File: src/rtl/fifo_uart_tx_if.sv
// FIFO read-port bundle between the byte FIFO and its UART drain.
//   fifo_ready : FIFO holds at least one byte
//   fifo_data  : FIFO head byte, valid whenever fifo_ready is high
//   fifo_read  : one-cycle pop strobe back to the FIFO
// master = FIFO side, slave = consumer (fifo_uart_tx).
interface fifo_uart_tx_if;
    logic       fifo_ready;
    logic [7:0] fifo_data;
    logic       fifo_read;

    modport master (output fifo_ready, output fifo_data, input fifo_read);
    modport slave  (input fifo_ready, input fifo_data, output fifo_read);
endinterface

File: src/rtl/fifo_uart_tx.sv
// Pops bytes from the FIFO read port and serialises each one as an 8N1
// UART frame (start bit, 8 data bits LSB first, stop bit) on tx.
//   clk, rst_n : clock, asynchronous active-low reset
//   enable     : allows a new frame to start (looked at only in IDLE)
//   fifo       : FIFO read port (slave side)
//   tx         : registered serial line, idle high
//   busy       : frame in progress (state != IDLE)
//   frame_done : one-cycle pulse on the first IDLE cycle after a stop bit
module fifo_uart_tx #(
    parameter int CLKS_PER_BIT = 16
) (
    input  logic          clk,
    input  logic          rst_n,
    input  logic          enable,
    fifo_uart_tx_if.slave fifo,
    output logic          tx,
    output logic          busy,
    output logic          frame_done
);

    localparam int CNT_W = (CLKS_PER_BIT > 1) ? $clog2(CLKS_PER_BIT) : 1;
    localparam logic [CNT_W-1:0] CNT_LAST = CNT_W'(CLKS_PER_BIT - 1);

    typedef enum logic [2:0] {IDLE, LOAD, START, DATA, STOP} state_t;

    state_t           state, state_nx;
    logic [7:0]       shift, shift_nx;
    logic [CNT_W-1:0] clk_cnt, clk_cnt_nx;
    logic [2:0]       bit_idx, bit_idx_nx;
    logic             tx_nx, done_nx;
    logic             cnt_last;

    assign cnt_last       = (clk_cnt == CNT_LAST);
    assign fifo.fifo_read = (state == LOAD);
    assign busy           = (state != IDLE);

    always_ff @(posedge clk or negedge rst_n) begin
        if (!rst_n) begin
            state      <= IDLE;
            shift      <= 8'h00;
            clk_cnt    <= '0;
            bit_idx    <= 3'd0;
            tx         <= 1'b1;
            frame_done <= 1'b0;
        end else begin
            state      <= state_nx;
            shift      <= shift_nx;
            clk_cnt    <= clk_cnt_nx;
            bit_idx    <= bit_idx_nx;
            tx         <= tx_nx;
            frame_done <= done_nx;
        end
    end

    // tx is registered, so each branch computes the line level of the
    // state being entered; that keeps tx aligned with the state change.
    always_comb begin
        state_nx   = state;
        shift_nx   = shift;
        clk_cnt_nx = clk_cnt;
        bit_idx_nx = bit_idx;
        tx_nx      = tx;
        done_nx    = 1'b0;
        case (state)
            IDLE: begin
                tx_nx      = 1'b1;
                clk_cnt_nx = '0;
                if (enable && fifo.fifo_ready) state_nx = LOAD;
            end
            LOAD: begin
                // FIFO pops on this same edge; the byte is latched here.
                shift_nx   = fifo.fifo_data;
                clk_cnt_nx = '0;
                tx_nx      = 1'b0;
                state_nx   = START;
            end
            START: begin
                tx_nx = 1'b0;
                if (cnt_last) begin
                    clk_cnt_nx = '0;
                    bit_idx_nx = 3'd0;
                    tx_nx      = shift[0];
                    state_nx   = DATA;
                end else begin
                    clk_cnt_nx = clk_cnt + 1'b1;
                end
            end
            DATA: begin
                if (cnt_last) begin
                    clk_cnt_nx = '0;
                    shift_nx   = {1'b0, shift[7:1]};
                    if (bit_idx == 3'd7) begin
                        tx_nx    = 1'b1;
                        state_nx = STOP;
                    end else begin
                        bit_idx_nx = bit_idx + 3'd1;
                        tx_nx      = shift[1];   // next bit after the shift
                    end
                end else begin
                    clk_cnt_nx = clk_cnt + 1'b1;
                end
            end
            STOP: begin
                tx_nx = 1'b1;
                if (cnt_last) begin
                    clk_cnt_nx = '0;
                    done_nx    = 1'b1;
                    state_nx   = IDLE;
                end else begin
                    clk_cnt_nx = clk_cnt + 1'b1;
                end
            end
            default: begin
                tx_nx    = 1'b1;
                state_nx = IDLE;
            end
        endcase
    end

endmodule

File: src/flat_wrapper.sv
// flat-port wrapper written by rule: the top's interface ports become plain ports
module fifo_uart_tx_flat 
#(
    parameter int CLKS_PER_BIT = 16
)
  (clk, rst_n, enable, tx, busy, frame_done, fifo_fifo_ready, fifo_fifo_data, fifo_fifo_read);
  fifo_uart_tx_if fifo_i ();
  input  logic clk;
  input  logic rst_n;
  input  logic enable;
  output logic tx;
  output logic busy;
  output logic frame_done;
  input wire logic [$bits(fifo_i.fifo_ready)-1:0] fifo_fifo_ready;
  input wire logic [$bits(fifo_i.fifo_data)-1:0] fifo_fifo_data;
  output wire logic [$bits(fifo_i.fifo_read)-1:0] fifo_fifo_read;
  assign fifo_i.fifo_ready = fifo_fifo_ready;
  assign fifo_i.fifo_data = fifo_fifo_data;
  assign fifo_fifo_read = fifo_i.fifo_read;
  fifo_uart_tx #(.CLKS_PER_BIT(CLKS_PER_BIT)) u_core (.clk(clk), .rst_n(rst_n), .enable(enable), .fifo(fifo_i), .tx(tx), .busy(busy), .frame_done(frame_done));
endmodule
File: config.mk
export PLATFORM = sky130hd
export DESIGN_NAME = fifo_uart_tx_flat
export DESIGN_NICKNAME = d
export VERILOG_FILES = /design/src/rtl/fifo_uart_tx_if.sv /design/src/rtl/fifo_uart_tx.sv /design/src/flat_wrapper.sv
export SDC_FILE = /design/constraint.sdc
export NUM_CORES = 1
export LEC_CHECK = 0
export ABC_CLOCK_PERIOD_IN_PS = 3600
export CAP_MARGIN = 10
export CORE_UTILIZATION = 45
export DETAILED_ROUTE_END_ITERATION = 16
export GPL_TIMING_DRIVEN = 0
export PLACE_DENSITY = 0.68
export SLEW_MARGIN = 5
export SYNTH_ARGS = -nofsm -noshare
export SYNTH_HDL_FRONTEND = slang
export SYNTH_SLANG_ARGS = --single-unit
File: constraint.sdc
create_clock -name clk -period 3.6 [get_ports clk]
set_input_delay 0.54 -clock clk [delete_from_list [all_inputs] [get_ports clk]]
set_output_delay 0.54 -clock clk [all_outputs]
set_load 0.02 [all_outputs]
==> results.txt, run 1 <==
Status -> completed
CP arrival -> 1.98 ns
Post-Route WL -> 2400 um
Synth top area share -> 40.7%
RSZ-0062 raised after global routing -> no
Period utilization -> 70.1%
Final min period -> 2.52 ns
Slew margin rel. -> 40.5%
CTS max path bufs -> 2
DRT antenna net count -> 0
CTS resizes -> 0
Worst slew pin tran -> 0.890 ns
Routed vias/inst -> 5.83
Synth Register Bits -> 20
CORE AREA -> 2450 um^2
Worst-path clk slew -> 0.10 ns
Post-Synthesis Cell Area -> 1170 um^2
Total grt overflow -> 0
Layout cells sized above 1 -> 25.2%
Clock skew -> 0.0156 ns
Sink Count -> 20
Leak -> 0.587 nW
Initial antenna violation count -> 0
CTS tree -> done
# DRC -> 0
Post-synth EDFFs -> 0
Flop2flop setup slack -> 1.75 ns
Drt pass-1 iters -> 4
Iter 0 DRT Violations -> 16
Sequence of cells on the critical path -> buf_4 > buf_2 > or3_1 > clkdlybuf4s50_1
Fraction of registers with async set/reset -> 100%
Vias -> 916
Post-DP HPWL -> 1690 um
Cell type of the slowest stage on the worst timing path -> clkdlybuf4s50_1
Row cnt -> 18
Power per cell area -> 704 nW/um^2
IO Pins -> 16
Yosys warns -> 0
CP startpoint kind -> register
Die height -> 53.0 um
Critical Path Source -> u_core.state[0]
WHS -> 0.512 ns
Antenna diodes -> 0
Die width -> 53.0 um
Most common library cells after synthesis -> dfrtp_1, mux2_2, nand2_1
CTS H-tree lvls -> 1
Gate Count Post-Synth -> 108
Reg2Reg Capture Point -> u_core.shift[6]
Total track usage -> 19.7%
Synth unique cells -> 36
Setup CP Type -> reg -> out
Finish-stage setup viols -> 0
CP peak stage delay -> 0.54 ns
Slew Viols, Final -> 0
Register area share after synthesis -> 42.9%
Crit-path max FO -> 10
Post-DR wirelength/cell -> 15.3 um
Setup crit end kind -> primary output
Reg2Reg Depth -> 4
Mean Syn Cell Area -> 10.8 um^2
Final hold vios -> 0
Post-CTS Hold Buffers -> 0
Cell taking the most area after synthesis -> dfrtp_1
VDD IR-drop max -> 0.408 mV
Die area -> 2800 um^2
CP required -> 3.06 ns
First-pass GRT wire length -> 3930 um
Clock Root Buffer -> clkbuf_4
Layout area overhead -> 19.2%
CTS Buf Count -> 3
Reg-to-Reg Start -> u_core.clk_cnt[0]
Syn_nets -> 123
Post-CTS Setup Bufs -> 0
Final TNS setup -> 0 ns
Fmax -> 396 MHz
Hold WC Path Type -> reg -> reg
Final net count -> 143
Clock latency on the worst-skew pair -> 0.31 ns
Buffers on Ports -> 15
Largest net degree at the start of global routing -> 21
Hold endpoint -> u_core.shift[4]
Top cells by area, synth -> dfrtp_1, mux2_2, ha_1
Hold_sp -> u_core.shift[4]
Top-count cell post-synth -> dfrtp_1
Max cap viols -> 0
Routability cong. -> 0.731
Initial Utilization -> 47.6%
Final core occ -> 56.7%
Vias in the first global route -> 881
Hold Crit Depth -> 1
Top_reg_cell synth -> dfrtp_1
-- sequential cells by signal (all words and copies together), names as in the netlist --
signal,count
u_core.bit_idx,3
u_core.clk_cnt,4
u_core.shift,8
u_core.tx,1
u_core.state,3
u_core.frame_done,1
-- cells in the final DEF, fill, tap and decap left out, types with 2 or more instances in the layout --
cell type | netlist | final
buf_4 | 3 | 3
dfrtp_1 | 19 | 19
ha_1 | 3 | 3
a311oi_1 | 2 | 2
or2_2 | 2 | 2
clkdlybuf4s50_1 | 0 | 15
o211ai_1 | 2 | 2
o22ai_1 | 2 | 2
a21oi_1 | 5 | 5
nand3_1 | 5 | 5
nand2b_1 | 5 | 5
nor2b_1 | 2 | 2
nand2_1 | 8 | 8
buf_2 | 2 | 2
mux2_2 | 15 | 15
nor2_1 | 3 | 3
clkbuf_4 | 0 | 3
nand4_1 | 4 | 4
o21ai_0 | 4 | 4
a22o_1 | 3 | 3
a41oi_1 | 2 | 2
-- logic make-up (layout without fill, tap and decap cells) --
logic type | count (synthesis) | count (layout) | synth area share [%]
AO/OA/AOI/OAI | 27 | 27 | 17.7
flip-flops | 20 | 20 | 42.9
buffers and inverters | 8 | 27 | 4.39
AND/OR/NAND/NOR | 35 | 35 | 17.3
multiplexers | 15 | 15 | 14.5
adder cells (fa/ha/maj) | 3 | 3 | 3.21
-- critical path: cells and delay by family, from the launching register on --
kind / cells / cell delay [ns]
buffers and inverters: 3 / 0.92
DFF: 1 / 0.39
and+or+nand+nor: 1 / 0.38
-- report_power, final --
part / leakage, nW / internal, mW / switching, mW
Sequential: 0.243 / 0.314 / 0.0774
Clock: 0.0210 / 0.0616 / 0.0699
Combinational: 0.323 / 0.251 / 0.207
-- worst max path at each step --
| stage | depth (start not counted) | slack [ns] | to |
|---|---|---|---|
| 2_1_floorplan | 3 | 1.91 | busy |
| 3_3_place_gp | 4 | 1.41 | busy |
| 3_5_place_dp | 4 | 1.41 | busy |
| 4_1_cts | 4 | 1.06 | busy |
| 5_1_grt | 4 | 0.99 | busy |
| 6_report | 4 | 1.08 | busy |
-- layout make-up --
cell class,count,area (um^2)
Fill cell,228,1060
Buffer,7,47.5
Sequential cell,20,502
Tap cell,30,37.5
Clock buffer,4,36.3
Timing Repair Buffer,15,150
Inverter,1,3.75
Multi-Input combinational cell,80,616
-- metal layers --
layer  track usage (%)  part of all wire [%]
met2              36.5                    51
met1              22.4                    44
met4              3.95                  0.54
met3              5.17                   4.5
met5                 0                     0
-- through the flow --
stage	cells	area (um^2)	power, mW	worst slack [ns]
floorplan	108	1170	0.743	1.91
CTS	157	1390	0.986	1.06
global placement	153	1360	0.827	1.41
detailed placement	153	1360	0.853	1.41
global route	157	1390	1.05	0.989
finish	157	1390	0.981	1.08
Note: power is estimated with default switching activity, not from simulation.
==> inputs of run 2 (changes only) <==
--- a/config.mk
+++ b/config.mk
@@ -5,7 +5,7 @@
 export SDC_FILE = /design/constraint.sdc
 export NUM_CORES = 1
 export LEC_CHECK = 0
-export ABC_CLOCK_PERIOD_IN_PS = 3600
+export ABC_CLOCK_PERIOD_IN_PS = 2600
 export CAP_MARGIN = 10
 export CORE_UTILIZATION = 45
 export DETAILED_ROUTE_END_ITERATION = 16
==> constraint.sdc (replaced) <==
create_clock -name clk -period 2.6 [get_ports clk]
set_input_delay 0.39 -clock clk [delete_from_list [all_inputs] [get_ports clk]]
set_output_delay 0.39 -clock clk [all_outputs]
set_load 0.02 [all_outputs]
==> results of run 2 <==
The final DEF is identical to that of run 1. Status: completed.
Among the figures that moved: setup slack after placement 1.41 ns -> 0.557 ns; setup slack after layout 1.08 ns -> 0.227 ns; register-to-register setup slack 1.75 ns -> 0.75 ns; total power 0.981 mW -> 1.36 mW; worst IR drop on VDD 0.408 mV -> 0.565 mV
==> inputs of run 3 (changes only) <==
--- a/config.mk
+++ b/config.mk
@@ -6,12 +6,12 @@
 export NUM_CORES = 1
 export LEC_CHECK = 0
 export ABC_CLOCK_PERIOD_IN_PS = 2600
-export CAP_MARGIN = 10
+export CAP_MARGIN = 20
 export CORE_UTILIZATION = 45
 export DETAILED_ROUTE_END_ITERATION = 16
 export GPL_TIMING_DRIVEN = 0
 export PLACE_DENSITY = 0.68
-export SLEW_MARGIN = 5
+export SLEW_MARGIN = 20
 export SYNTH_ARGS = -nofsm -noshare
 export SYNTH_HDL_FRONTEND = slang
 export SYNTH_SLANG_ARGS = --single-unit
==> results of run 3 <==
The final DEF is identical to that of run 1. Status: completed.
Among the figures that moved: setup slack after placement 1.41 ns -> 0.557 ns; setup slack after layout 1.08 ns -> 0.227 ns; register-to-register setup slack 1.75 ns -> 0.75 ns; total power 0.981 mW -> 1.36 mW; worst IR drop on VDD 0.408 mV -> 0.565 mV
